===== config.mk =====
export PLATFORM = sky130hd
export DESIGN_NAME = lock_pins
export DESIGN_NICKNAME = d
export VERILOG_FILES = /design/src/rtl/lock_pkg.sv /design/src/rtl/lock_pins_lfsr16.sv /design/src/rtl/lock_pins.sv
export SDC_FILE = /design/constraint.sdc
export NUM_CORES = 1
export LEC_CHECK = 0
export CAP_MARGIN = 10
export CORE_MARGIN = 3
export CORE_UTILIZATION = 45
export DETAILED_ROUTE_END_ITERATION = 12
export PLACE_DENSITY = 0.63
export SYNTH_ARGS = -nofsm -noshare
export SYNTH_HDL_FRONTEND = slang
export SYNTH_HIERARCHICAL = 1
export SYNTH_SLANG_ARGS = --single-unit

===== constraint.sdc =====
create_clock -name frame_clk -period 12.14 [get_ports frame_clk]
set_clock_uncertainty 0.05 [all_clocks]
set_input_delay 1.214 -clock frame_clk [delete_from_list [all_inputs] [get_ports frame_clk]]
set_output_delay 1.214 -clock frame_clk [all_outputs]
set_load 0.005 [all_outputs]

===== src/rtl/lock_pkg.sv =====
// Shared types and constants for the lock-picking pin-tumbler model.
// Latency: n/a (declarations only).
// Backpressure: n/a.
package lock_pkg;
    typedef enum logic [1:0] {
        ST_IDLE,
        ST_LOAD,
        ST_PICKING,
        ST_UNLOCKED
    } game_state_t;

    localparam int          LIFT_W     = 6;
    localparam int          TARGET_MIN = 8;
    localparam logic [15:0] LFSR_SEED  = 16'hACE1;

    typedef logic [LIFT_W-1:0] lift_t;
endpackage


===== src/rtl/lock_pins_lfsr16.sv =====
// Free-running 16-bit Fibonacci LFSR (taps 16,14,13,11), seeded on reset.
// Latency: one step per clock edge; exposes the low byte of the current state.
// Backpressure: none, steps unconditionally.
module lfsr16
    import lock_pkg::*;
(
    input  logic       clk,
    input  logic       rst_n,
    output logic [7:0] rnd
);
    logic [15:0] state;

    always_ff @(posedge clk or negedge rst_n) begin
        if (!rst_n) begin
            state <= LFSR_SEED;
        end else begin
            state <= {state[14:0], state[15] ^ state[13] ^ state[12] ^ state[10]};
        end
    end

    assign rnd = state[7:0];
endmodule


===== src/rtl/lock_pins.sv =====
// Pin-tumbler lock model: per-pin lift, binding order, hold-to-set and unlock detection.
// Latency: one frame from pick/tension sample to registered outputs.
// Backpressure: none; consumes one pick sample per frame_clk edge.
module lock_pins
    import lock_pkg::*;
#(
    parameter int NUM_PINS    = 5,
    parameter int PIN_X0      = 200,
    parameter int PIN_PITCH   = 40,
    parameter int PIN_W       = 16,
    parameter int PIN_BASE_Y  = 240,
    parameter int TOL         = 2,
    parameter int HOLD_FRAMES = 8
) (
    input  logic                       frame_clk,
    input  logic                       Reset_n,
    input  logic [9:0]                 pickX,
    input  logic [9:0]                 pickY,
    input  logic                       tension,
    input  logic                       new_game,
    output logic [NUM_PINS*LIFT_W-1:0] pin_lift,
    output logic [NUM_PINS-1:0]        pin_set,
    output logic [2:0]                 binding_idx,
    output logic                       unlocked,
    output logic                       busy_load
);
    localparam int HCW = (HOLD_FRAMES > 1) ? $clog2(HOLD_FRAMES) : 1;

    game_state_t          state_q, state_d;
    logic [2:0]           load_k_q, load_k_d;
    logic [2:0]           bind_start_q, bind_start_d;
    logic [HCW-1:0]       hold_q, hold_d;
    lift_t                target_q [NUM_PINS];
    lift_t                target_d [NUM_PINS];
    lift_t                lift_q   [NUM_PINS];
    lift_t                lift_d   [NUM_PINS];
    logic [NUM_PINS-1:0]  set_d;
    logic [2:0]           bind_d, next_bind;
    logic                 unlocked_d, busy_d;

    logic [7:0]           rnd;
    logic [9:0]           lift_diff;
    lift_t                raw, cur_tgt;
    logic                 hit, aim, overset, in_window;
    logic [2:0]           col;

    lfsr16 u_lfsr (
        .clk   (frame_clk),
        .rst_n (Reset_n),
        .rnd   (rnd)
    );

    // Raw lift saturates so the pick's wrap region (small Y) reads as fully lifted.
    assign lift_diff = 10'(PIN_BASE_Y) - pickY;
    always_comb begin
        raw = '0;
        if (pickY < 10'(PIN_BASE_Y)) begin
            raw = (lift_diff > 10'((1 << LIFT_W) - 1)) ? '1 : lift_diff[LIFT_W-1:0];
        end
    end

    always_comb begin
        hit = 1'b0;
        col = '0;
        for (int i = 0; i < NUM_PINS; i++) begin
            if (({2'b00, pickX} >= 12'(PIN_X0 + i * PIN_PITCH)) &&
                ({2'b00, pickX} <  12'(PIN_X0 + i * PIN_PITCH + PIN_W))) begin
                hit = 1'b1;
                col = 3'(i);
            end
        end
    end

    assign aim       = hit && (col == binding_idx);
    assign cur_tgt   = target_q[binding_idx];
    assign overset   = aim && ({1'b0, raw} > {1'b0, cur_tgt} + 7'(TOL));
    assign in_window = aim && ({1'b0, raw} + 7'(TOL) >= {1'b0, cur_tgt});
    assign next_bind = (binding_idx == 3'(NUM_PINS - 1)) ? 3'd0 : binding_idx + 3'd1;

    always_comb begin
        state_d      = state_q;
        load_k_d     = load_k_q;
        bind_start_d = bind_start_q;
        hold_d       = hold_q;
        target_d     = target_q;
        set_d        = pin_set;
        bind_d       = binding_idx;
        unlocked_d   = unlocked;

        if (new_game) begin
            state_d    = ST_LOAD;
            load_k_d   = '0;
            unlocked_d = 1'b0;
        end else begin
            unique case (state_q)
                ST_LOAD: begin
                    target_d[load_k_q] = lift_t'(TARGET_MIN) + {1'b0, rnd[4:0]};
                    if (load_k_q == 3'(NUM_PINS - 1)) begin
                        bind_start_d = 3'({24'd0, rnd} % NUM_PINS);
                        set_d        = '0;
                        hold_d       = '0;
                        bind_d       = bind_start_d;
                        state_d      = ST_PICKING;
                    end else begin
                        load_k_d = load_k_q + 3'd1;
                    end
                end
                ST_PICKING: begin
                    // Tension loss and overset both drop every set pin back to the start.
                    if (!tension || overset) begin
                        set_d  = '0;
                        hold_d = '0;
                        bind_d = bind_start_q;
                    end else if (in_window) begin
                        if (hold_q == HCW'(HOLD_FRAMES - 1)) begin
                            set_d[binding_idx] = 1'b1;
                            hold_d             = '0;
                            bind_d             = next_bind;
                            if (&set_d) begin
                                state_d    = ST_UNLOCKED;
                                unlocked_d = 1'b1;
                            end
                        end else begin
                            hold_d = hold_q + HCW'(1);
                        end
                    end else begin
                        hold_d = '0;
                    end
                end
                default: ;
            endcase
        end

        busy_d = (state_d == ST_LOAD);
        for (int i = 0; i < NUM_PINS; i++) begin
            lift_d[i] = set_d[i] ? target_d[i] : ((hit && col == 3'(i)) ? raw : '0);
        end
    end

    always_ff @(posedge frame_clk or negedge Reset_n) begin
        if (!Reset_n) begin
            state_q      <= ST_IDLE;
            load_k_q     <= '0;
            bind_start_q <= '0;
            hold_q       <= '0;
            pin_set      <= '0;
            binding_idx  <= '0;
            unlocked     <= 1'b0;
            busy_load    <= 1'b0;
            for (int i = 0; i < NUM_PINS; i++) begin
                target_q[i] <= '0;
                lift_q[i]   <= '0;
            end
        end else begin
            state_q      <= state_d;
            load_k_q     <= load_k_d;
            bind_start_q <= bind_start_d;
            hold_q       <= hold_d;
            pin_set      <= set_d;
            binding_idx  <= bind_d;
            unlocked     <= unlocked_d;
            busy_load    <= busy_d;
            target_q     <= target_d;
            lift_q       <= lift_d;
        end
    end

    always_comb begin
        pin_lift = '0;
        for (int i = 0; i < NUM_PINS; i++) begin
            pin_lift[i*LIFT_W +: LIFT_W] = lift_q[i];
        end
    end
endmodule


==> metrics.md <==
| Metric | Value |
|---|---|
| Post-synthesis area per instance | `approximately 8.9 sq um` |
| Hold Path Sink | `u_lfsr/state[9]$_DFF_PN0_` |
| Startpoint Class | `input pin` |
| Setup TNS | `0 ps` |
| Clock Sinks | `97` |
| ANT cells | `0` |
| Vias in the first global route | `5439` |
| CTS clock-pin slew for the worst setup and hold paths | `~70 ps` |
| DIE AREA | `16000 sq um` |
| Slowest library cell on the worst path | `nor4_1` |
| Worst Min Path Start | `u_lfsr/state[8]$_DFF_PN0_` |
| Maximum vdd ir drop | `0.0698 mV` |
| Overall power | `roughly 890 uW` |
| Synth Flop Type | `dfrtp_1` |
| Via count | `roughly 5700` |
| Layout cell share with drive strength beyond 1 | `9.14%` |
| Crit-path max FO | `12` |
| # rows | `43` |
| Antenna Nets Post-Route | `0` |
| Area Growth Syn to Fin | `15.0%` |
| R2R cell count | `21` |
| Hold WS | `306 ps` |
| CTS buffer count | `9` |
| Ys async rst share | `100%` |
| #FFs+latches synth | `97` |
| GRT overflow | `0` |
| Sequential area share after synthesis | `37.4%` |
| Top-area cell type share of the netlist area | `between 30% and 40%` |
| Critical Path RT | `12330 ps` |
| Hold buffer count at CTS | `0` |
| Flop-to-flop setup slack | `5590 ps` |
| Pwr dens | `119 nW/um^2` |
| Most common cell after layout, fill and taps aside | `nand2_1` |
| Wire per inst | `about 18 microns` |
| Mapped Area | `6530 sq um` |
| Final setup violation count | `0` |
| RSZ-0062 raised after global routing | `no` |
| H-tree lvl count | `3` |
| Post-CTS setup buffer count | `0` |
| Post-synth EDFFs | `0` |
| # Max-Cap Violations | `0` |
| Yosys warning total | `6` |
| GP Congestion | `between 0.9 and 1` |
| Most area-hungry cell type in the Yosys netlist | `dfrtp_1` |
| Mapped Nets | `789` |
| IO Port Bufs | `60` |
| Post-layout min period | `6990 ps` |
| Fin worst setup slack | `5150 ps` |
| Clock Tree Root | `clkbuf_16` |
| Die Y | `126 microns` |
| Fill cell count | `1296` |
| GRT Resource Usage Total | `a little over a fifth` |
| Crit path max-delay family | `compound AO/OA/AOI/OAI gates` |
| Top post-synthesis cells by area | `dfrtp_1 34%, ha_1 5.9%, nand2_1 5.2%, a21oi_1 4.2%, o21ai_0 4.0%` |
| DR vias/cell | `5.90` |
| Worst hold path class | `reg2reg` |
| Post-synthesis cell count | `734` |
| Core Area | `14000 sq um` |
| Status | `completed` |
| Synth cell types | `96` |
| Critical Path End Type | `flop` |
| I/O pins | `64` |
| RR Endpoint | `binding_idx[1]$_DFFE_PN0P_` |
| Critical-path cell list | `clkdlybuf4s50_1, inv_1, ha_1, or3b_2, nor4bb_1, o21ai_0, a211o_1, o21a_1, ha_1, xor2_1, ha_1, a21o_1, a21o_1, a21oi_1, a21oi_1, and2_1, nand2_1, nor4_1, a32oi_1, and3_1, a21o_1` |
| CP max stage delay | `560 ps` |
| Max-slew violation count | `0` |
| RR Startpoint | `u_lfsr/state[3]$_DFF_PN0_` |
| CP bufs+invs | `2` |
| Antenna violations before repair | `0` |
| DPL Wire Length | `12600 microns` |
| Worst Setup Slack post-DPL | `4970 ps` |
| Cells on Worst Hold Path | `0` |
| Hold Vio Cnt, Final | `0` |
| Most frequent cells in the layout | `90 x nand2_1, 89 x dfrtp_1, 60 x nor2_1` |
| CTS tree | `done` |
| Tcrit/Tclk final | `roughly 58%` |
| Initial core utilization | `between 40% and 50%` |
| P_leak | `3.25 nW` |
| Headroom to the max-slew limit | `20.6%` |
| Worst slew pin tran | `~1200 ps` |
| Max clock buf depth | `2` |
| F_max | `between 0.1 and 0.15 GHz` |
| Post_cts resized | `0` |
| Clock Latency Late Sink | `360 ps` |
| CP Data Arrival Time | `7170 ps` |
| Drt pass-1 iters | `5` |
| Largest net degree at the start of global routing | `74` |
| Crit Path Category | `in2reg` |
| Layout Nets | `828` |
| Die width | `126 microns` |
| First DRT Iteration DRCs | `569` |
| Drt total wl | `17300 microns` |
| DRC | `0` |
| First-pass GRT wire length | `~28000 microns` |
==> how the worst max path moves through the flow <==
stage,from,to,slack [ps],depth (start not counted)
floorplan,pickY[0],pin_lift[14]$_DFF_PN0_,6620,23
global placement,pickY[0],pin_lift[21]$_DFF_PN0_,5070,20
CTS,pickY[0],pin_lift[21]$_DFF_PN0_,5280,21
global route,pickY[0],pin_lift[21]$_DFF_PN0_,4910,24
detailed placement,pickY[0],pin_lift[21]$_DFF_PN0_,4970,21
finish,pickY[0],pin_lift[21]$_DFF_PN0_,5150,21
==> worst register-to-register path, delay by kind of cell (launching register included) <==
| kind | cells | cell delay, ps |
|---|---|---|
| XOR/XNOR | 1 | 190 |
| flip-flops | 1 | 910 |
| AND/OR/NAND/NOR | 9 | 2390 |
| adder cells (fa/ha/maj) | 3 | 860 |
| multiplexers | 2 | 640 |
| AO/OA/AOI/OAI | 4 | 750 |
| buffers and inverters | 2 | 610 |
==> per-stage QoR <==
stage | instance area, sq um | utilization, % | cells
2_1_floorplan | 6530 | - | 734
3_3_place_gp | 7180 | 51.2 | 942
3_5_place_dp | 7180 | 51.2 | 942
4_1_cts | 7500 | 53.4 | 957
5_1_grt | 7500 | 53.4 | 957
6_report | 7500 | 53.4 | 957
==> synth_stat cells (all sizes together), types with 4 or more instances <==
library cell and number:
a22oi 8, nand4 6, nor2 60, ha 31, and3 7, xnor2 11
and2 7, nand3b 10, a211o 4, a21o 10, dfrtp 89, a21oi 57
o211ai 8, o2111ai 4, mux2 14, mux2i 10, nand2 90, a31oi 9
dfstp 8, o22ai 4, clkbuf 18, o31ai 6, or3 4, o21a 9
nor2b 10, o21ai 54, nor3b 4, xor2 11, buf 19, nand3 24
nor4 4, inv 29, nand2b 8, clkinv 4, a211oi 7, nor3 14
==> layout make-up <==
class | instances | area [sq um] | area share [%]
repair buffers | 65 | 636 | 8.47
inverters | 33 | 124 | 1.65
clock buffers | 10 | 239 | 3.19
flip-flops and latches | 97 | 2440 | 32.5
multi-input cells | 567 | 3760 | 50.1
clock inverters | 5 | 78.8 | 1.05
well taps | 180 | 225 | 3.00
==> flip-flops by register name, indices dropped and copies added, names as in the netlist <==
| name | cells |
|---|---|
| unlocked | 1 |
| load_k_q | 3 |
| hold_q | 3 |
| pin_lift | 30 |
| target_q | 30 |
| u_lfsr/state | 16 |
| binding_idx | 3 |
| state_q | 2 |
| busy_load | 1 |
| bind_start_q | 3 |
| pin_set | 5 |
==> metal layers <==
layer / wire [microns] / track usage, %
met1: 8100 / 29.2
met2: 8160 / 34.4
met3: 745 / 3.75
met4: 328 / 7.63
met5: 0 / 0
==> kinds of logic (layout without fill, tap and decap cells) <==
group	count (synthesis)	after routing	synth area share, %
adders and majority gates	31	31	5.94
AOI/OAI and AO/OA	223	223	23.6
buffers and inverters	70	113	5.00
and+or+nand+nor	265	265	20.5
DFF	97	97	37.4
xor gates and xnor gates	22	22	2.95
muxes	26	26	4.70
==> power by group <==
| group | total [mW] | internal [mW] | switching [mW] |
|---|---|---|---|
| Sequential | 0.373 | 0.346 | 0.0276 |
| Clock | 0.311 | 0.185 | 0.126 |
| Combinational | 0.210 | 0.0809 | 0.129 |
| Total | 0.894 | 0.612 | 0.282 |
Power figures use the tool's default switching activity.
